<file path="src/rtl/uart_pkg.sv">
// Shared UART definitions: receiver/transmitter state encoding and the default baud divisor.
package uart_pkg;

    // 50 MHz system clock divided down to 115200 baud.
    localparam int CLKS_PER_BIT_115200 = 434;

    typedef enum logic [2:0] {
        IDLE,
        START,
        DATA,
        PARITY,
        STOP,
        BREAK
    } uart_state_e;

endpackage

</file>
<file path="src/rtl/uart_sync2.sv">
// Two-flop synchroniser for an asynchronous, idle-high input; resets to 1 so no false edge is seen.
module uart_sync2 (
    input  logic clk,
    input  logic rst,
    input  logic d,
    output logic q
);

    logic meta_q;
    logic meta_d;
    logic sync_q;
    logic sync_d;

    // Next values of the two stages: the input walks one stage per clock.
    always_comb begin
        meta_d = d;
        sync_d = meta_q;
    end

    // Synchroniser stages, both preset to the idle (high) level.
    always_ff @(posedge clk) begin
        if (rst) begin
            meta_q <= 1'b1;
            sync_q <= 1'b1;
        end else begin
            meta_q <= meta_d;
            sync_q <= sync_d;
        end
    end

    assign q = sync_q;

endmodule

</file>
<file path="src/rtl/uart_rx_param.sv">
// Parametrised UART receiver: serial rx in, DATA_BITS word out with valid/ready handshake.
// Build option: define UART_RX_PARITY_EN to add a parity bit between data and stop.
module uart_rx_param
    import uart_pkg::*;
#(
    parameter int CLKS_PER_BIT = CLKS_PER_BIT_115200,
    parameter int DATA_BITS    = 8,
    parameter int PARITY_ODD   = 0
) (
    input  logic                 clk,
    input  logic                 rst,
    input  logic                 rx,
    output logic [DATA_BITS-1:0] rx_data,
    output logic                 rx_valid,
    input  logic                 rx_ready,
    output logic                 frame_err,
    output logic                 parity_err,
    output logic                 overrun_err
);

    localparam int CNT_W = $clog2(CLKS_PER_BIT);
    localparam int BIT_W = $clog2(DATA_BITS);
    localparam logic [CNT_W-1:0] HALF_M1  = CNT_W'(CLKS_PER_BIT / 2 - 1);
    localparam logic [CNT_W-1:0] FULL_M1  = CNT_W'(CLKS_PER_BIT - 1);
    localparam logic [BIT_W-1:0] LAST_BIT = BIT_W'(DATA_BITS - 1);

    if (CLKS_PER_BIT < 4) begin : g_bad_clks
        $error("uart_rx_param: CLKS_PER_BIT must be at least 4");
    end
    if (DATA_BITS < 5 || DATA_BITS > 8) begin : g_bad_bits
        $error("uart_rx_param: DATA_BITS must be 5..8");
    end
    if (PARITY_ODD != 0 && PARITY_ODD != 1) begin : g_bad_par
        $error("uart_rx_param: PARITY_ODD must be 0 or 1");
    end

    uart_state_e state_q, state_d;
    logic                 rx_s;
    logic                 rx_prev_q, rx_prev_d;
    logic [CNT_W-1:0]     cnt_q, cnt_d;
    logic [BIT_W-1:0]     bit_q, bit_d;
    logic [DATA_BITS-1:0] shift_q, shift_d;
    logic [DATA_BITS-1:0] rx_data_q, rx_data_d;
    logic                 rx_valid_q, rx_valid_d;
    logic                 frame_err_q, frame_err_d;
    logic                 parity_err_q, parity_err_d;
    logic                 overrun_err_q, overrun_err_d;
    logic                 mid_tick;
`ifdef UART_RX_PARITY_EN
    localparam logic PAR_ODD = (PARITY_ODD != 0);
    logic                 par_bad_q, par_bad_d;
`endif

    uart_sync2 u_sync_rx (
        .clk (clk),
        .rst (rst),
        .d   (rx),
        .q   (rx_s)
    );

    // The start bit is checked half a bit in; every later bit one full bit after the previous sample.
    assign mid_tick = (state_q == START) ? (cnt_q == HALF_M1) : (cnt_q == FULL_M1);

    // State register.
    always_ff @(posedge clk) begin
        if (rst) begin
            state_q <= IDLE;
        end else begin
            state_q <= state_d;
        end
    end

    // Next-state logic: frame sequencing driven by the synchronised line and the baud tick.
    always_comb begin
        state_d = state_q;
        case (state_q)
            IDLE: begin
                if (rx_prev_q && !rx_s) state_d = START;
            end
            START: begin
                if (mid_tick) state_d = rx_s ? IDLE : DATA;
            end
            DATA: begin
                if (mid_tick && bit_q == LAST_BIT) begin
`ifdef UART_RX_PARITY_EN
                    state_d = PARITY;
`else
                    state_d = STOP;
`endif
                end
            end
`ifdef UART_RX_PARITY_EN
            PARITY: begin
                if (mid_tick) state_d = STOP;
            end
`endif
            STOP: begin
                if (mid_tick) state_d = rx_s ? IDLE : BREAK;
            end
            BREAK: begin
                if (rx_s) state_d = IDLE;
            end
            default: state_d = IDLE;
        endcase
    end

    // Datapath and outputs: baud/bit counting, shifting, frame checks and word delivery.
    always_comb begin
        rx_prev_d     = rx_s;
        cnt_d         = cnt_q + CNT_W'(1);
        bit_d         = bit_q;
        shift_d       = shift_q;
        rx_data_d     = rx_data_q;
        rx_valid_d    = rx_valid_q && !rx_ready;
        frame_err_d   = 1'b0;
        parity_err_d  = 1'b0;
        overrun_err_d = 1'b0;
`ifdef UART_RX_PARITY_EN
        par_bad_d     = par_bad_q;
`endif
        case (state_q)
            IDLE: begin
                cnt_d = '0;
                bit_d = '0;
`ifdef UART_RX_PARITY_EN
                par_bad_d = 1'b0;
`endif
            end
            START: begin
                if (mid_tick) cnt_d = '0;
            end
            DATA: begin
                if (mid_tick) begin
                    cnt_d   = '0;
                    bit_d   = bit_q + BIT_W'(1);
                    shift_d = {rx_s, shift_q[DATA_BITS-1:1]};
                end
            end
`ifdef UART_RX_PARITY_EN
            PARITY: begin
                if (mid_tick) begin
                    cnt_d     = '0;
                    par_bad_d = rx_s ^ (^shift_q) ^ PAR_ODD;
                end
            end
`endif
            STOP: begin
                if (mid_tick) begin
                    cnt_d = '0;
                    if (!rx_s) begin
                        frame_err_d = 1'b1;
`ifdef UART_RX_PARITY_EN
                    end else if (par_bad_q) begin
                        parity_err_d = 1'b1;
`endif
                    end else if (!rx_valid_q || rx_ready) begin
                        rx_data_d  = shift_q;
                        rx_valid_d = 1'b1;
                    end else begin
                        overrun_err_d = 1'b1;
                    end
                end
            end
            BREAK: begin
                cnt_d = '0;
            end
            default: begin
                cnt_d = '0;
            end
        endcase
    end

    // Datapath and output registers.
    always_ff @(posedge clk) begin
        if (rst) begin
            rx_prev_q     <= 1'b1;
            cnt_q         <= '0;
            bit_q         <= '0;
            shift_q       <= '0;
            rx_data_q     <= '0;
            rx_valid_q    <= 1'b0;
            frame_err_q   <= 1'b0;
            parity_err_q  <= 1'b0;
            overrun_err_q <= 1'b0;
`ifdef UART_RX_PARITY_EN
            par_bad_q     <= 1'b0;
`endif
        end else begin
            rx_prev_q     <= rx_prev_d;
            cnt_q         <= cnt_d;
            bit_q         <= bit_d;
            shift_q       <= shift_d;
            rx_data_q     <= rx_data_d;
            rx_valid_q    <= rx_valid_d;
            frame_err_q   <= frame_err_d;
            parity_err_q  <= parity_err_d;
            overrun_err_q <= overrun_err_d;
`ifdef UART_RX_PARITY_EN
            par_bad_q     <= par_bad_d;
`endif
        end
    end

    assign rx_data     = rx_data_q;
    assign rx_valid    = rx_valid_q;
    assign frame_err   = frame_err_q;
    assign parity_err  = parity_err_q;
    assign overrun_err = overrun_err_q;

endmodule

</file>
<file path="config.mk">
export PLATFORM = sky130hd
export DESIGN_NAME = uart_rx_param
export DESIGN_NICKNAME = d
export VERILOG_FILES = /design/src/rtl/uart_pkg.sv /design/src/rtl/uart_sync2.sv /design/src/rtl/uart_rx_param.sv
export SDC_FILE = /design/constraint.sdc
export NUM_CORES = 1
export LEC_CHECK = 0
export BUFFER_PORTS_ARGS = -buffer_cell sky130_fd_sc_hd__buf_2
export CAP_MARGIN = 20
export CORE_ASPECT_RATIO = 1.25
export CORE_MARGIN = 10
export CORE_UTILIZATION = 55
export DETAILED_ROUTE_END_ITERATION = 16
export HOLD_SLACK_MARGIN = 0.03
export PLACE_DENSITY = 0.72
export SYNTH_ARGS = -nofsm -noshare
export SYNTH_HDL_FRONTEND = slang
export SYNTH_SLANG_ARGS = --single-unit
</file>
<file path="constraint.sdc">
create_clock -name clk -period 2.11 [get_ports clk]
set_clock_uncertainty 0.2 [all_clocks]
set_input_delay 0.211 -clock clk [delete_from_list [all_inputs] [get_ports clk]]
set_output_delay 0.211 -clock clk [all_outputs]
set_load 0.05 [all_outputs]
</file>
# [After elaboration in Yosys (flattened, before gate mapping)]
# Cells that the tools add are included.
[totals] latch_bits=0 word_cells=64 mem_bits_rw=0 memories=0 mem_bits_ro=0 regBits=37 inputBits=4
[op_classes] n_lt_le_gt_ge=0 n_eq_ne=13 addsub=2 shift=0 bitwise_logic=4 muxes=17 div=0 mul=0 n_reduce_logical=17
[ops] operator="3-bit 2-to-1 mux" count=7
[ops] operator="3-bit one-hot mux with 5 select lines" count=1
[ops] operator="2-bit inequality test, second input constant" count=5
[ops] operator="9-bit by 1-bit adder with 9-bit output, second input constant" count=1
[ops] operator="3-bit == test, second input constant" count=3
[ops] operator="9-bit by 8-bit == test with 1-bit output, second input constant" count=1
[ops] operator="9-bit == test, second input constant" count=1
[ops] operator="3-bit OR reduction" count=3
[ops] operator="1-bit 2-to-1 mux" count=7
[ops] operator="3-bit one-hot mux with 2 select lines" count=1
[ops] operator="5-bit AND reduction" count=1
[ops] operator="1-bit NOT" count=4
[ops] operator="2-bit AND reduction" count=2
[ops] operator="4-bit AND reduction" count=1
[ops] operator="4-bit OR reduction" count=1
[ops] operator="3-bit by 1-bit adder with 3-bit output, second input constant" count=1
[ops] operator="3-bit by 1-bit == test with 1-bit output, second input constant" count=1
[ops] operator="3-bit by 2-bit == test with 1-bit output, second input constant" count=1
[ops] operator="1-bit logical AND" count=3
[ops] operator="1-bit zero test" count=3
[ops] operator="3-bit zero test" count=1
[ops] operator="2-bit 2-to-1 mux" count=1
[ops] operator="2-bit by 1-bit inequality test with 1-bit output, second input constant" count=1
[ops] operator="2-bit nonzero test" count=1
[ops] operator="1-bit logical OR" count=1

# [Logic depth before layout (Yosys ltp)]
[logic_depth] ltp_word=6 mapped_depth=6 depth_no_buf=5

# [Modules after synthesis]
# A second synthesis with hierarchy kept.
[unflattened] hier_cells=168 hier_area_um2=1665.3
[modules_own_cells] module="uart_rx_param" cells_per_inst=164 area_per_inst_um2=1612.8 instances=1 seq_area_each_um2=700.7
[modules_own_cells] module="uart_sync2" cells_per_inst=4 area_per_inst_um2=52.6 instances=1 seq_area_each_um2=40.0

# [Worst setup path before layout]
# No wires, ideal clock.
[synth_path] path_kind="register -> register" start="register state_q[1]" end="register cnt_q[2]" t_required_ps=1846 path_stages_with_launch=7 path_buffers=2 setup_ps=64 t_arrival_ps=1542 slack_ps=304 cell_sequence="dfxtp_1 -> buf_6 -> or3b_4 -> and4_4 -> or3_1 -> buf_6 -> nor2_1"
[synth_via] elab_chain_len=4
[synth_lines] item="from (decl)" line_no="uart_rx_param.sv:37" text="uart_state_e state_q, state_d;"
[synth_lines] item="from (signal assigned)" line_no="uart_rx_param.sv:69" text="state_q <= state_d;"
[synth_lines] item="3-bit by 1-bit == test with 1-bit output, or another cell as far along" line_no="uart_rx_param.sv:62, uart_rx_param.sv:121"
[synth_lines] item="3-bit OR reduction (no source line)"
[synth_lines] item="1-bit NOT (no source line)"
[synth_lines] item="3-bit OR reduction (no source line) (*)"
[synth_lines] item="to (signal assigned)" line_no="uart_rx_param.sv:190" text="cnt_q <= cnt_d;"
[synth_lines] item="to (decl)" line_no="uart_rx_param.sv:40" text="logic [CNT_W-1:0] cnt_q, cnt_d;"
# Every way passes the cells marked *; elsewhere a longest branch is shown, timed or not.
# A chain may end at the register's enable or synchronous reset.

# [Final worst setup path]
[layout_path] start="register state_q[2]" end="register cnt_q[2]"
# Same word-level chain as after synthesis.

==> results.rst <==
.. list-table::
   :header-rows: 1

   * - Metric
     - Value
   * - Run status
     - complete, no violations
   * - Min-Delay Path Class
     - flip-flop to flip-flop
   * - Asr flop ratio synth
     - 0
   * - Critical Path Fanout Max
     - 13
   * - Die Y-Extent
     - 82.0 um
   * - Hold Fails Final Rpt
     - 0
   * - Starting DRC count in detailed routing
     - 158
   * - Hold path start
     - u_sync_rx.meta_q$_SDFF_PP1_
   * - Number of buffers added by the clock tree synthesis step
     - 5
   * - Width of the die
     - 69.6 um
   * - Number of distinct library cell variants in the gate-level netlist after synthesis
     - 44
   * - Total number of placement rows
     - 22
   * - Family with the most delay on the worst path
     - simple AND/OR/NAND/NOR gates
   * - Via count normalized by instance count
     - 5.91
   * - Syn Std Cell Area
     - 0.00169 mm^2
   * - Clock transition time at the flip-flop clock pins of the worst setup and hold paths
     - 0.10 ns
   * - Fraction of final layout cells with drive strength greater than 1
     - 0.175
   * - Total GRT Usage
     - 0.126
   * - Number of flops mapped to enable cells by yosys
     - 0
   * - Final #Nets
     - 217
   * - Crit path buffers/inverters
     - 0
   * - Area taken by multi-input logic gates
     - 850 um^2
   * - Crit start category
     - flip-flop
   * - DP Wirelength
     - 2590 um
   * - Post-CTS Resized
     - 0
   * - Clock tree root driver cell
     - clkbuf_4
   * - Fillers
     - 243
   * - WS Path Type
     - flip-flop to flip-flop
   * - Fraction of power consumed by sequential logic
     - 0.466
   * - Storage cell area
     - 741 um^2
   * - Pin count of the biggest net entering global routing
     - 22
   * - Setup TNS
     - 0 ns
   * - Final Wtd Congestion
     - 0.838
   * - CP peak stage delay
     - 0.49 ns
   * - Count of warnings emitted by yosys
     - 0
   * - Initial antenna violation count
     - 0
   * - Minimum clock period after layout
     - 1.99 ns
   * - Drt first pass iters
     - 6
   * - Pre-CTS setup slack
     - 0.161 ns
   * - Dominant combinational cell family by area after synthesis
     - simple AND/OR/NAND/NOR gates
   * - Worst Setup End Kind
     - flip-flop
   * - Number of levels in the clock H-tree
     - 2
   * - Final setup violation count
     - 0
   * - Hold-critical path endpoint
     - u_sync_rx.q$_SDFF_PP1_
   * - Unrepaired setup endpoints after global routing
     - no
   * - Setup Fix Bufs, Post-CTS
     - 0
   * - First-pass GRT wire length
     - 6040 um
   * - Ratio of total power to cell area
     - 853 mW/mm^2
   * - CP Cell Sequence
     - or3b_4, and4_4, or3_1, nor2_1
   * - FF-to-FF setup slack
     - 0.12 ns
   * - Switching power of the nets
     - 0.000479 W
   * - Antenna diode instance count
     - 0
   * - Total I/O pin count
     - 16
   * - Total of buffers placed on input and output ports
     - 14
   * - Source of the worst register-to-register timing path
     - state_q[2]$_SDFFE_PP0P_
   * - Effective utilization at floorplan
     - 0.575
   * - Final max-slew violation count
     - 0
   * - Mux share of post-synthesis cell area
     - 0.0473
   * - Cell count after synthesis
     - 191
   * - Share of power burned in the clock network
     - 0.306
   * - Compound-cell area share of the yosys netlist
     - 0.143
   * - Syn avg cell area
     - 8.86 um^2
   * - Switching share of total power
     - 0.292
   * - Area of the die
     - 0.00571 mm^2
   * - Power share of the combinational group
     - 0.228
   * - Remaining antenna violation count after routing
     - 0
   * - Required @ worst endpoint
     - 2.18 ns
   * - Max-cap check violation count
     - 0
   * - WP data arrival
     - 2.06 ns
   * - Cell depth of the worst setup path
     - 4
   * - Maximum vdd drop
     - 0.908 mV
   * - Xor and xnor fraction of the mapped netlist area
     - 0.0414
   * - Simple logic cell fraction of the synthesized area
     - 0.245
   * - Worst reg2reg path depth
     - 4
   * - Number of sinks handled by clock tree synthesis
     - 37
   * - Syn-to-layout area delta
     - 13.5%
   * - Register bit count reported by yosys
     - 37
   * - Post-route fraction of the period consumed by the critical path
     - 0.943
   * - Number of nets produced by synthesis
     - 198
   * - Vias in the first global route
     - 1371
   * - Register area share after synthesis
     - 0.438
   * - Largest buffer count on any clock path
     - 2
   * - Area of the core
     - 0.00295 mm^2
   * - Congestion Overflow GR
     - 0
   * - Synth Flop Type
     - dfxtp_1
   * - Clock tree from TritonCTS
     - done
   * - Remaining design rule violation count
     - 0
   * - Final worst setup slack
     - 0.121 ns
   * - Internal power summed over all cells
     - 0.00116 W
   * - Leakage power of the design
     - 0.792 nW
   * - Slowest stage cell on the critical path
     - or3_1
   * - Fmax
     - 503 MHz
   * - Total number of vias
     - 1459
   * - Hold Path Stages
     - 1
   * - Insertion delay to the later sink of the worst-skew pair
     - 0.33 ns
   * - Adder and majority cell fraction of the synthesized area
     - 0.0222
   * - Post-detailed-routing wire length
     - 3540 um
   * - Reg-to-Reg End
     - cnt_q[2]$_SDFF_PP0_
   * - Post-detailed-route wirelength per cell
     - 14.3 um
[cell usage in the layout, fill, tap and decap left out, types with 3 or more instances in the layout]
| cell | n |
|---|---|
| dfxtp_1 | 37 |
| nor2_1 | 22 |
| nand3_1 | 16 |
| buf_2 | 14 |
| o21ai_0 | 11 |
| a21oi_1 | 11 |
| buf_4 | 9 |
| mux2i_1 | 8 |
| xor2_1 | 7 |
| nand2_1 | 7 |
| inv_1 | 6 |
| nand4_1 | 5 |
| clkbuf_4 | 5 |
| dlygate4sd3_1 | 4 |
| and3_1 | 3 |
| nor3b_1 | 3 |
| a31oi_1 | 3 |
| ha_1 | 3 |
[synth_stat cells, types with 3 or more instances]
library cell	instances	area (um^2)
a21oi_1	11	55.1
a31oi_1	3	18.8
and3_1	3	18.8
buf_2	4	20.0
clkbuf_1	8	30.0
dfxtp_1	37	741
ha_1	3	37.5
inv_1	6	22.5
mux2i_1	8	80.1
nand2_1	7	26.3
nand3_1	16	80.1
nand4_1	5	31.3
nor2_1	22	82.6
nor3b_1	3	22.5
o21ai_0	11	55.1
xor2_1	7	61.3
[through the flow]
step	utilization	hold WS (ns)	cell area (um^2)	total power (W)	std cells
final	0.652	0.224	1920	0.00164	247
after global placement	0.610	0.194	1800	0.00112	235
after floorplan	-	0.115	1690	0.00107	191
after detailed placement	0.610	0.196	1800	0.00114	235
after CTS	0.652	0.229	1920	0.00165	247
after global routing	0.652	0.248	1920	0.00173	247
[layer usage]
metal	vias to the layer above	global-route usage	wire, um
li1	722	-	-
met1	684	0.141	1560
met2	47	0.215	1700
met3	6	0.0458	229
met4	0	0.0534	49
met5	-	0	0
[kinds of logic after synthesis]
logic type / after synthesis
DFF: 37
other: 1
xor gates and xnor gates: 8
adders and majority gates: 3
muxes: 8
AOI/OAI and AO/OA: 38
and+or+nand+nor: 75
buffers and inverters: 21
[cell type report]
| cell class | instances | share of cell area |
|---|---|---|
| clock buffer | 7 | 0.0287 |
| sequential | 37 | 0.386 |
| multi-input combinational | 133 | 0.442 |
| inverter | 6 | 0.0117 |
| timing repair buffer | 27 | 0.0925 |
| clock inverter | 1 | 0.0156 |
| tap | 36 | 0.0235 |
[power groups by stage]
stage | registers, W | logic (W) | clock network [W]
floorplan | 0.000760 | 0.000312 | 0
global placement | 0.000773 | 0.000348 | 0
detailed placement | 0.000776 | 0.000361 | 0
CTS | 0.000762 | 0.000369 | 0.000515
global route | 0.000768 | 0.000418 | 0.000542
finish | 0.000763 | 0.000373 | 0.000502
[what timing repair did]
item,CTS,global route
hold buffers,4,0
hold endpoints to repair,8,0
endpoints found under the setup margin,0,0
[worst reg2reg max path, stage by stage, from the launching register on]
cell and delay, ns:
dfxtp_1 0.44, or3b_4 0.45, and4_4 0.21, or3_1 0.49, nor2_1 0.15
[state kept, by name, summed over array words and instances, names as in the netlist]
register	cells
u_sync_rx.q	1
rx_valid	1
bit_q	3
frame_err	1
shift_q	8
state_q	3
overrun_err	1
rx_data	8
cnt_q	9
u_sync_rx.meta_q	1
rx_prev_q	1
[how the worst max path moves through the flow]
stage	endpoint	start	slack (ns)
after CTS	cnt_q[1]$_SDFF_PP0_	state_q[2]$_SDFFE_PP0P_	0.12
after global routing	cnt_q[2]$_SDFF_PP0_	state_q[2]$_SDFFE_PP0P_	0.02
final	cnt_q[2]$_SDFF_PP0_	state_q[2]$_SDFFE_PP0P_	0.12
after global placement	cnt_q[2]$_SDFF_PP0_	state_q[2]$_SDFFE_PP0P_	0.21
after detailed placement	cnt_q[4]$_SDFF_PP0_	state_q[2]$_SDFFE_PP0P_	0.16
after floorplan	cnt_q[2]$_SDFF_PP0_	state_q[1]$_SDFFE_PP0P_	0.30
Power figures use the tool's default switching activity.
